## config.mk

```make
export PLATFORM = sky130hd
export DESIGN_NAME = clock_time_counter
export DESIGN_NICKNAME = d
export VERILOG_FILES = /design/src/rtl/clock_time_counter.sv
export SDC_FILE = /design/constraint.sdc
export NUM_CORES = 1
export LEC_CHECK = 0
export CAP_MARGIN = 25
export CORE_UTILIZATION = 45
export DETAILED_ROUTE_END_ITERATION = 16
export PLACE_DENSITY = 0.75
export SLEW_MARGIN = 20
export SYNTH_ARGS = -nofsm -noshare
export SYNTH_HDL_FRONTEND = slang
export SYNTH_SLANG_ARGS = --single-unit
```

## constraint.sdc

```tcl
create_clock -name i_sysclk -period 1.67 [get_ports i_sysclk]
set_clock_uncertainty 0.15 [all_clocks]
set_input_delay 0.167 -clock i_sysclk [delete_from_list [all_inputs] [get_ports i_sysclk]]
set_output_delay 0.167 -clock i_sysclk [all_outputs]
set_load 0.02 [all_outputs]
```

## src/rtl/clock_time_counter.sv

```systemverilog
// rtl/clock_time_counter.sv - BCD HH:MM:SS time-of-day counter with tick, set pulses and day strobe
module clock_time_counter #(
    parameter logic [7:0] INIT_HH = 8'h12,
    parameter logic [7:0] INIT_MM = 8'h00,
    parameter logic [7:0] INIT_SS = 8'h00
) (
    input  logic       i_sysclk,
    input  logic       i_reset,
    input  logic       i_en,
    input  logic       i_1hz_stb,
    input  logic       i_set_hr,
    input  logic       i_set_min,
    output logic [5:0] o_hours,
    output logic [6:0] o_minutes,
    output logic [6:0] o_seconds,
    output logic       o_changed,
    output logic       o_day_stb
);

    function automatic bit bcd_ok(input logic [7:0] v, input logic [7:0] max_v);
        return (v[3:0] <= 4'd9) && (v[7:4] <= 4'd9) && (v <= max_v);
    endfunction

    if (!bcd_ok(INIT_HH, 8'h23) || !bcd_ok(INIT_MM, 8'h59) || !bcd_ok(INIT_SS, 8'h59)) begin : g_bad_init
        $fatal(1, "clock_time_counter: INIT_HH/INIT_MM/INIT_SS must be legal BCD time");
    end

    function automatic logic [6:0] inc_sexa(input logic [6:0] v);
        if (v == 7'h59)
            return 7'h00;
        else if (v[3:0] == 4'd9)
            return {v[6:4] + 3'd1, 4'd0};
        else
            return {v[6:4], v[3:0] + 4'd1};
    endfunction

    function automatic logic [5:0] inc_hours(input logic [5:0] v);
        if (v == 6'h23)
            return 6'h00;
        else if (v[3:0] == 4'd9)
            return {v[5:4] + 2'd1, 4'd0};
        else
            return {v[5:4], v[3:0] + 4'd1};
    endfunction

    logic [5:0] r_hours;
    logic [6:0] r_minutes;
    logic [6:0] r_seconds;
    logic       r_changed;
    logic       r_day_stb;

    logic       w_set;
    logic       w_tick;
    logic       w_sec_wrap;
    logic       w_min_wrap;
    logic       w_day_wrap;
    logic [5:0] w_hours_nx;
    logic [6:0] w_minutes_nx;
    logic [6:0] w_seconds_nx;

    // Any set pulse wins over the second tick in the same cycle.
    assign w_set      = i_en && (i_set_hr || i_set_min);
    assign w_tick     = i_en && i_1hz_stb && !(i_set_hr || i_set_min);
    assign w_sec_wrap = (r_seconds == 7'h59);
    assign w_min_wrap = (r_minutes == 7'h59);
    assign w_day_wrap = w_tick && w_sec_wrap && w_min_wrap && (r_hours == 6'h23);

    always_comb begin
        w_hours_nx   = r_hours;
        w_minutes_nx = r_minutes;
        w_seconds_nx = r_seconds;
        if (w_set) begin
            if (i_set_min) begin
                w_minutes_nx = inc_sexa(r_minutes);
                w_seconds_nx = 7'h00;
            end
            if (i_set_hr)
                w_hours_nx = inc_hours(r_hours);
        end else if (w_tick) begin
            w_seconds_nx = inc_sexa(r_seconds);
            if (w_sec_wrap) begin
                w_minutes_nx = inc_sexa(r_minutes);
                if (w_min_wrap)
                    w_hours_nx = inc_hours(r_hours);
            end
        end
    end

    always_ff @(posedge i_sysclk) begin
        if (i_reset) begin
            r_hours   <= INIT_HH[5:0];
            r_minutes <= INIT_MM[6:0];
            r_seconds <= INIT_SS[6:0];
            r_changed <= 1'b0;
            r_day_stb <= 1'b0;
        end else begin
            r_hours   <= w_hours_nx;
            r_minutes <= w_minutes_nx;
            r_seconds <= w_seconds_nx;
            r_changed <= w_set || w_tick;
            r_day_stb <= w_day_wrap;
        end
    end

    assign o_hours   = r_hours;
    assign o_minutes = r_minutes;
    assign o_seconds = r_seconds;
    assign o_changed = r_changed;
    assign o_day_stb = r_day_stb;

endmodule

```

* Word level (Yosys, flattened, before mapping)
Cells that the tools add are included.
** Operators by class
- Add/subtract/negate cells :: 6
- Equality and inequality tests :: 8
- Mux-type cells :: 18
- Reductions and logical operators :: 17
** Operators with widths (count)
- 7-bit two-way mux :: 11
- 6-bit two-way mux :: 7
- 7-bit == test (second input constant) :: 2
- 4-bit by 1-bit adder with 4-bit output (second input constant) :: 3
- 4-bit == test (second input constant) :: 3
- 3-bit by 1-bit adder with 3-bit output (second input constant) :: 2
- 6-bit == test (second input constant) :: 1
- 1-bit logical AND :: 6
- 3-bit AND reduction :: 2
- 2-bit nonzero test :: 3
- 2-bit != test (second input constant) :: 2
- 4-bit AND reduction :: 1
- 3-bit nonzero test :: 1
- 2-bit by 1-bit adder with 2-bit output (second input constant) :: 1
- 1-bit logical OR :: 2
- 2-bit AND reduction :: 1
- 1-bit zero test :: 1
** Word-level totals
- Register bits after elaboration :: 22
- Input port bits :: 6
- Word-level logic and storage cells :: 55

* Logic depth before layout (Yosys ltp)
Gate-level depths: netlist (run 1).
- Depth after elaboration :: 7
- Gate-level depth with buffers :: 8
- Mapped depth without buffers :: 6

* Least setup slack after synthesis (run 1)
Ideal clock, no wire load.
- Kind :: reg-to-reg
- Start :: register r_minutes[0] (netlist: o_minutes[0])
- End :: register r_hours[2] (netlist: o_hours[2])
- Setup time :: 0.117 ns
- Arrival time :: 1.602 ns
- Data required time :: 1.403 ns
- Setup slack :: -0.200 ns
- Cell stages (with the launch flop) :: 8
- Path buffers :: 2
- Period minus slack after synthesis :: 1.870 ns
- Path through :: dfxtp_1 ha_1 and3b_1 clkbuf_2 and4_1 buf_4 o211ai_1 a32o_1
** Between the ends
- Longest elaborated chain between the ends :: 3
** Ends and longest elaborated chain
- from (decl) :: RTL line 47 : logic [6:0] r_minutes;
- from (signal assigned) :: RTL line 92 : r_minutes <= INIT_MM[6:0];
- from (signal assigned) :: RTL line 98 : r_minutes <= w_minutes_nx;
- 7-bit == test :: RTL line 65 : assign w_min_wrap = (r_minutes == 7'h59);
- 2-bit nonzero test (no source line)
- 4-bit AND reduction (no source line)
- to (signal assigned) :: RTL line 91 : r_hours <= INIT_HH[5:0];
- to (signal assigned) :: RTL line 97 : r_hours <= w_hours_nx;
- to (decl) :: RTL line 46 : logic [5:0] r_hours;
Every way passes these cells.
A chain may end at the register's enable or synchronous reset.

* Worst setup path in the final report (run 1)
- Start :: register r_seconds[1] (netlist: o_seconds[1])
- End :: register r_minutes[1] (netlist: o_minutes[1])
** Between the ends
- Longest elaborated chain between the ends :: 3
** Ends and longest elaborated chain
- from (decl) :: RTL line 48 : logic [6:0] r_seconds;
- from (signal assigned) :: RTL line 93 : r_seconds <= INIT_SS[6:0];
- from (signal assigned) :: RTL line 99 : r_seconds <= w_seconds_nx;
- 7-bit == test :: RTL line 64 : assign w_sec_wrap = (r_seconds == 7'h59);
- 2-bit nonzero test (no source line)
- 3-bit AND reduction (no source line)
Every way passes these cells.

==> metrics.yaml, run 1 <==
run_status:
  status: "finished, violations left"
  violations: "setup timing"
timing:
  hold_viol_final: 0
  fin_setup_tns_ns: -0.393
  worstMarginPinSlew_ns: 0.431
  worst_slack_ns: -0.0894
  setup_viol: 8
  period_needed_ns: 1.76
  rsz0062_at_grt: "yes"
  timing.hold.ws_ns: 0.171
  max_freq_ghz: 0.568
  relSlewSlack_pct: 70.9
  slew_viol_final: 0
  final.period_utilization_pct: 105
setup_path:
  r2r_end: "o_minutes[1]$_SDFFE_PP0P_"
  end_kind: "flop"
  rrSetupSlack_ns: -0.09
  crit_fanout: 9
  startpoint_type: "flop"
  crit_type: "flop to flop"
  reg2reg_from: "o_seconds[1]$_SDFFE_PP0P_"
  required_ns: 1.76
  worstSetupEndpoint: "o_minutes[1]$_SDFFE_PP0P_"
  arrival_ns: 1.85
  ff2ff_path_depth: 6
  crit_path_start: "o_seconds[1]$_SDFFE_PP0P_"
power:
  leakage_nw: 0.871
  power_density_nw_per_um2: 583
  ir_drop_mv: 0.545
  power.total_mw: 1.16
floorplan:
  core-area_um2: 2730
  initial_core_util_pct: 47.0
  num_rows: 19
  io_pins: 28
  die_w_um: 55.4
  dieArea_um2: 3070
  fp.dieH_um: 55.4
synth:
  syn-num-nets: 158
  ys.flop_type: "dfxtp_1"
  synthesis.area_um2: 1280
  seq_area_frac_synth_pct: 34.3
  synth_edf_count: 0
  synth-async-reset-ratio_pct: 0
  synth_cell_types: 50
  synth-warning-count: 0
  synth_area_per_cell_um2: 8.98
  syn_inst: 143
  yosys_register_bits: 22
placement:
  dp_hpwl_mm: 2.57
  port_buffers: 27
  gp_congestion: 0.906
  placed_area_um2: 1800
  dp_cells: 220
cells_and_area:
  most-common-layout-cells: "29 x buf_4, 17 x dlygate4sd2_1, 14 x dfxtp_1"
  final_cells: 228
  area_growth_pct: 54.6
  final_cell_area_um2: 1980
  drive_above_1_share_pct: 39.6
  mostFrequentLayoutCell: "buf_4"
  num_antenna_cells: 0
  final_nets: 213
  num-fill-cells: 214
clock_network:
  path_clk_slew_ns: 0.13
  cts_sinks: 22
  ctsHtreeMaxLevel: 1
  cts_buffers: 3
  cts_tree: "done"
  clockBufferDepth: 2
  clk_latency_ns: 0.30
  cts-root-buf: "clkbuf_4"
routing:
  ant_nets: 0
  drtIter0Drc: 33
  routedWlPerCell_um: 16.1
  first_pass_iters: 4
  num_vias: 1349
  remaining_drc_errors: 0
  routed_wl_mm: 3.67
  via_per_inst: 5.92
job:
  cap_violations: 0
min_path:
  hold_class: "input pin to flop"
  min-delay-start: "i_set_hr"
global_route:
  grt_overflow: 0
  grt_max_degree: 14
  antenna_found_initial: 0
  grt_first_pass_wirelength_mm: 5.99
  grt_usage_pct: 23.9
  grt_pass1_vias: 1316
-- critical path: stages (launching register included) --
cell and delay [ns]:
dfxtp_4 0.37, inv_2 0.06, ha_4 0.14, nand3b_4 0.09, o21a_4 0.24, or4_4 0.49, a21oi_2 0.16
-- cell usage after synthesis (all sizes together) (2+ instances only) --
master  number  area (um2)
nor3         8        40.0
and3b        2        18.8
nand3        7        35.0
o21a         2        22.5
a211oi       2        15.0
dfxtp       22         440
nand2b       2        12.5
o32ai        2        17.5
o21ai       10        53.8
or3          2        12.5
nand2        4        15.0
and4         2        17.5
buf          4        30.0
ha           9         113
nor2         6        22.5
a21oi        3        15.0
a31oi        3        18.8
inv         11        41.3
and3         2        12.5
nor2b        3        21.3
o211ai       8        60.1
xor2         2        17.5
a211o        3        26.3
clkbuf       3        12.5
o311ai       5        43.8
-- cell type report --
type | count | area (um2) | share of cell area (%)
Multi-Input combinational cell | 103 | 898 | 45.3
Timing Repair Buffer | 57 | 483 | 24.3
Sequential cell | 22 | 468 | 23.6
Inverter | 11 | 43.8 | 2.21
Tap cell | 31 | 38.8 | 1.95
Clock inverter | 1 | 30.0 | 1.51
Clock buffer | 3 | 22.5 | 1.13
-- per-stage QoR --
step	setup WS [ns]	utilization [%]
after global routing	-0.187	72.6
after floorplan	-0.0263	-
after detailed placement	-0.349	65.9
after global placement	-0.236	65.9
final	-0.0894	72.6
after CTS	-0.0557	70.0
-- power breakdown --
group | leakage, nW | switching (mW) | internal, mW
Sequential | 0.184 | 0.0187 | 0.531
Combinational | 0.658 | 0.109 | 0.0945
Clock | 0.0279 | 0.162 | 0.242
-- per-layer routing --
layer | up-vias | share of wire [%] | global-route usage [%]
li1 | 653 | - | -
met1 | 632 | 41 | 29.1
met2 | 53 | 52 | 43.4
met3 | 11 | 4.3 | 2.81
met5 | - | 0 | 0
met4 | 0 | 2.5 | 7.86
-- state kept, by name, indices dropped and copies added (netlist names) --
register and flops:
o_minutes 7, o_seconds 7, o_hours 6, o_changed 1
o_day_stb 1
-- worst min-delay path by stage --
stage	to	slack [ns]	depth (start not counted)
3_3_place_gp	o_seconds[5]$_SDFFE_PP0P_	0.32	2
4_1_cts	o_hours[5]$_SDFFE_PP0P_	0.36	2
3_5_place_dp	o_seconds[5]$_SDFFE_PP0P_	0.32	2
5_1_grt	o_changed$_SDFF_PP0_	0.18	2
2_1_floorplan	o_changed$_SDFF_PP0_	0.16	1
6_report	o_changed$_SDFF_PP0_	0.17	2
-- what timing repair did --
item	4_1_cts	5_1_grt
buffers inserted	3	1
hold buffers	0	0
gates resized for setup	33	18
endpoints found under the setup margin	32	17
pin swaps	10	15
-- kinds of logic (layout without fill, tap and decap cells) --
| logic type | Yosys count | in the layout | synth area share, % |
|---|---|---|---|
| buf+inv | 18 | 72 | 6.53 |
| simple gates | 45 | 45 | 21.5 |
| fa+ha+maj | 9 | 9 | 8.77 |
| flops | 22 | 22 | 34.3 |
| compound gates | 46 | 46 | 26.8 |
| xor+xnor | 3 | 3 | 2.05 |
No activity file was read; power rests on OpenSTA's default activity.
==> inputs of run 2 (changes only) <==
REMOVE_ABC_BUFFERS = 1   (was default)
==> metrics.yaml, run 2 (same netlist as run 1, synthesis figures left out) <==
power:
  power_frac_seq_pct: 46.5
  power.total_mw: 1.20
  p_sw_mw: 0.325
  power_density_nw_per_um2: 589
  ir_drop_mv: 0.674
  comb_power_share_pct: 17.3
  p_sw_share_pct: 27.0
  pwr-share-clk_pct: 36.2
  leakage_nw: 0.933
  internal_power_mw: 0.879
floorplan:
  initial_core_util_pct: 47.0
  dieArea_um2: 3070
  fp.dieH_um: 55.4
  die_w_um: 55.4
  io_pins: 28
  num_rows: 19
  core-area_um2: 2730
min_path:
  hold_end: "o_changed$_SDFF_PP0_"
  hold_path_depth: 3
  min-delay-start: "i_set_min"
  hold_class: "input pin to flop"
clock_network:
  cts_buffers: 3
  clockBufferDepth: 2
  cts_tree: "done"
  cts-root-buf: "clkbuf_4"
  path_clk_slew_ns: 0.14
  cts_sinks: 22
  ctsHtreeMaxLevel: 1
  clk_latency_ns: 0.33
  hold_buffers: 0
global_route:
  grt_usage_pct: 26.0
  grt_first_pass_wirelength_mm: 6.39
  antenna_found_initial: 0
  grt_overflow: 0
  grt_max_degree: 14
  grt_pass1_vias: 1410
cells_and_area:
  drive_above_1_share_pct: 41.3
  mostFrequentLayoutCell: "buf_4"
  seq_area_um2: 450
  area_growth_pct: 59.2
  num_antenna_cells: 0
  most-common-layout-cells: "35 x buf_4, 18 x dlygate4sd2_1, 14 x dfxtp_1"
  multiInputGateArea_um2: 911
  final_nets: 222
  num-fill-cells: 192
placement:
  dp_hpwl_mm: 2.71
  port_buffers: 27
  gp_congestion: 0.938
  place_ws_ns: -0.341
setup_path:
  r2r_end: "o_seconds[6]$_SDFFE_PP0P_"
  crit_type: "flop to flop"
  crit_fanout: 4
  reg2reg_from: "o_seconds[1]$_SDFFE_PP0P_"
  end_kind: "flop"
  startpoint_type: "flop"
  required_ns: 1.77
  rrSetupSlack_ns: -0.05
  ff2ff_path_depth: 6
  arrival_ns: 1.82
routing:
  drtIter0Drc: 48
  routed_wl_mm: 4.13
  ant_nets: 0
  first_pass_iters: 4
  num_vias: 1457
  remaining_drc_errors: 0
  routedWlPerCell_um: 17.4
  via_per_inst: 6.15
timing:
  fin_setup_tns_ns: -0.0848
  rsz0062_at_grt: "yes"
  final.period_utilization_pct: 103
  period_needed_ns: 1.72
  worstMarginPinSlew_ns: 0.421
  max_freq_ghz: 0.581
  timing.hold.ws_ns: 0.259
  hold_viol_final: 0
  relSlewSlack_pct: 71.5
  worst_slack_ns: -0.0500
  setup_viol: 2
  slew_viol_final: 0
job:
  cap_violations: 0
run_status:
  violations: "setup timing"
  status: "finished, violations left"
run 2: changes by cell type in the layout (fill, tap and decap cells not counted), moves of 2 or more:
cell	delta
nor2_2	-4
buf_4	+6
nor2_1	+4
dfxtp_2	+7
o311ai_0	-2
o21ai_2	+2
o21ai_0	-2
buf_6	+2
dfxtp_4	-7
run 2: how the worst max path moves through the flow:
stage                     slack, ns                      start                        end  cells after the start
after CTS                     -0.09  o_seconds[5]$_SDFFE_PP0P_  o_minutes[1]$_SDFFE_PP0P_                      6
after detailed placement      -0.34                   i_set_hr  o_seconds[1]$_SDFFE_PP0P_                      6
final                         -0.05  o_seconds[1]$_SDFFE_PP0P_  o_seconds[6]$_SDFFE_PP0P_                      6
after global routing          -0.11  o_seconds[1]$_SDFFE_PP0P_  o_seconds[6]$_SDFFE_PP0P_                      6
after floorplan               -0.20  o_seconds[0]$_SDFFE_PP0P_  o_minutes[1]$_SDFFE_PP0P_                      5
after global placement        -0.26                   i_set_hr    o_hours[2]$_SDFFE_PP0P_                      5
run 2: timing repair:
| action | 4_1_cts | 5_1_grt |
|---|---|---|
| resized for setup | 34 | 38 |
| hold endpoints to repair | 0 | 0 |
| pin swaps | 6 | 17 |
| buffers inserted | 1 | 5 |
| gates cloned | 0 | 1 |
| endpoints found under the setup margin | 32 | 16 |
run 2: power by group through the flow:
stage / registers, mW / logic, mW / clock network (mW)
after floorplan: 0.584 / 0.0611 / 0
after global placement: 0.566 / 0.183 / 0
after detailed placement: 0.567 / 0.191 / 0
after CTS: 0.557 / 0.190 / 0.433
after global routing: 0.562 / 0.222 / 0.460
final: 0.560 / 0.208 / 0.436
run 2: metrics by stage:
step / instances / utilization [%] / instance area, um2
floorplan: 136 / - / 1240
global placement: 226 / 65.5 / 1790
detailed placement: 226 / 65.5 / 1790
CTS: 231 / 68.5 / 1870
global route: 237 / 74.7 / 2040
finish: 237 / 74.7 / 2040
run 2: final cells by class:
type / count / share of cell area, %
clock buffers: 3 / 1.10
clock inverters: 1 / 1.47
inverters: 11 / 2.02
multi-input cells: 104 / 44.6
flip-flops and latches: 22 / 22.0
well taps: 31 / 1.90
repair buffers: 65 / 26.9
run 2: per-layer routing:
metal,vias up,GRT usage [%],part of all wire (%)
li1,677,-,-
met3,18,4.92,4.5
met1,705,30.0,42
met2,57,46.3,51
met4,0,11.8,2.7
met5,-,0,0
run 2: critical path, cell delays in order (launching register included):
cell and delay (ns):
dfxtp_2 0.35, inv_2 0.06, ha_4 0.13, and3b_2 0.23, o211ai_1 0.18, a211o_1 0.34, a211oi_2 0.22
==> inputs of run 3 (changes only) <==
SETUP_SLACK_MARGIN = 0.2   (was default)
==> metrics.yaml, run 3 (same netlist as run 1, synthesis figures left out) <==
power:
  pwr-share-clk_pct: 35.9
  power_frac_seq_pct: 45.6
  leakage_nw: 0.903
  power_density_nw_per_um2: 579
  ir_drop_mv: 0.784
  p_sw_mw: 0.344
  internal_power_mw: 0.886
  comb_power_share_pct: 18.5
  p_sw_share_pct: 28.0
  power.total_mw: 1.23
routing:
  routedWlPerCell_um: 18.5
  drtIter0Drc: 61
  via_per_inst: 6.27
  ant_nets: 0
  remaining_drc_errors: 0
  routed_wl_mm: 4.47
  first_pass_iters: 4
  num_vias: 1510
timing:
  final.period_utilization_pct: 104
  hold_viol_final: 0
  worst_slack_ns: -0.0651
  setup_viol: 7
  max_freq_ghz: 0.576
  slew_viol_final: 0
  rsz0062_at_grt: "yes"
  worstMarginPinSlew_ns: 0.467
  timing.hold.ws_ns: 0.362
  fin_setup_tns_ns: -0.180
  relSlewSlack_pct: 68.5
  period_needed_ns: 1.74
clock_network:
  clockBufferDepth: 2
  cts_sinks: 22
  cts_buffers: 3
  path_clk_slew_ns: 0.16
  clk_latency_ns: 0.34
  ctsHtreeMaxLevel: 1
  hold_buffers: 0
  cts-root-buf: "clkbuf_4"
  cts_tree: "done"
floorplan:
  fp.dieH_um: 55.4
  core-area_um2: 2730
  die_w_um: 55.4
  num_rows: 19
  dieArea_um2: 3070
  initial_core_util_pct: 47.0
  io_pins: 28
setup_path:
  worstSetupEndpoint: "o_minutes[2]$_SDFFE_PP0P_"
  startpoint_type: "flop"
  crit_type: "flop to flop"
  reg2reg_from: "o_seconds[1]$_SDFFE_PP0P_"
  crit_fanout: 5
  rrSetupSlack_ns: -0.07
  arrival_ns: 1.86
  required_ns: 1.80
  r2r_end: "o_minutes[2]$_SDFFE_PP0P_"
  ff2ff_path_depth: 7
  crit_path_start: "o_seconds[1]$_SDFFE_PP0P_"
  end_kind: "flop"
global_route:
  grt_overflow: 0
  antenna_found_initial: 0
  grt_first_pass_wirelength_mm: 6.88
  grt_pass1_vias: 1461
  grt_usage_pct: 28.1
  grt_max_degree: 14
placement:
  placed_area_um2: 1790
  port_buffers: 27
  dp_hpwl_mm: 2.71
  gp_congestion: 0.938
cells_and_area:
  num_antenna_cells: 0
  most-common-layout-cells: "37 x buf_4, 12 x dfxtp_2, 11 x dlygate4sd2_1"
  area_growth_pct: 65.5
  drive_above_1_share_pct: 51.0
  final_nets: 226
  final_cell_area_um2: 2120
  mostFrequentLayoutCell: "buf_4"
run_status:
  status: "finished, violations left"
  violations: "setup timing"
min_path:
  hold_class: "flop to flop"
  hold_path_depth: 2
job:
  cap_violations: 0
-- run 3: changes by cell type in the layout (fill, tap and decap cells not counted), sizes merged --
cell / delta
clkdlybuf4s50: -4
dlymetal6s2s: -2
clkbuf: +6
clkdlybuf4s15: +6
dlygate4sd2: -7
buf: +5
-- run 3: worst min path at each step --
| stage | from | endpoint | slack (ns) |
|---|---|---|---|
| after floorplan | i_reset | o_minutes[1]$_SDFFE_PP0P_ | 0.09 |
| after global placement | o_hours[5]$_SDFFE_PP0P_ | o_hours[5]$_SDFFE_PP0P_ | 0.34 |
| after detailed placement | o_hours[5]$_SDFFE_PP0P_ | o_hours[5]$_SDFFE_PP0P_ | 0.34 |
| after CTS | i_set_min | o_changed$_SDFF_PP0_ | 0.36 |
| after global routing | i_1hz_stb | o_changed$_SDFF_PP0_ | 0.38 |
| final | o_hours[5]$_SDFFE_PP0P_ | o_hours[5]$_SDFFE_PP0P_ | 0.36 |
-- run 3: repair_timing --
action / CTS / global route
endpoints found under the setup margin: 43 / 35
pin swaps: 20 / 6
setup buffers: 5 / 5
gates resized for setup: 83 / 33
cloned: 1 / 0
-- run 3: layout make-up --
class                   instances  area [um2]
repair buffers                 69         557
inverters                      11        41.3
flip-flops and latches         22         455
multi-input cells             104         980
clock inverters                 1        30.0
fillers                       172         609
well taps                      31        38.8
clock buffers                   3        22.5
-- run 3: metrics by stage --
stage                     util [%]  instances  setup slack, ns
after floorplan                  -        136           -0.198
final                         77.7        241          -0.0651
after CTS                     73.9        236          -0.0644
after global placement        65.5        226           -0.256
after detailed placement      65.5        226           -0.341
after global routing          77.7        241          -0.0924
-- run 3: power groups by stage --
| stage | Sequential, mW | Clock, mW | Combinational [mW] |
|---|---|---|---|
| after CTS | 0.559 | 0.433 | 0.205 |
| after global placement | 0.566 | 0 | 0.183 |
| after global routing | 0.563 | 0.465 | 0.242 |
| final | 0.561 | 0.442 | 0.228 |
| after floorplan | 0.584 | 0 | 0.0611 |
| after detailed placement | 0.567 | 0 | 0.191 |
-- run 3: layer usage --
| layer | vias up | global-route usage [%] | wire, um |
|---|---|---|---|
| li1 | 682 | - | - |
| met1 | 734 | 32.7 | 1830 |
| met3 | 17 | 4.22 | 258 |
| met5 | - | 0 | 0 |
| met4 | 0 | 13.2 | 136 |
| met2 | 77 | 50.3 | 2240 |
-- run 3: critical path, cell delays in order (launching register included) --
cell and delay (ns):
dfxtp_2 0.35, inv_2 0.06, ha_4 0.14, nand3b_4 0.12, o21a_4 0.26, buf_4 0.14, nor2_1 0.26, a31o_2 0.21
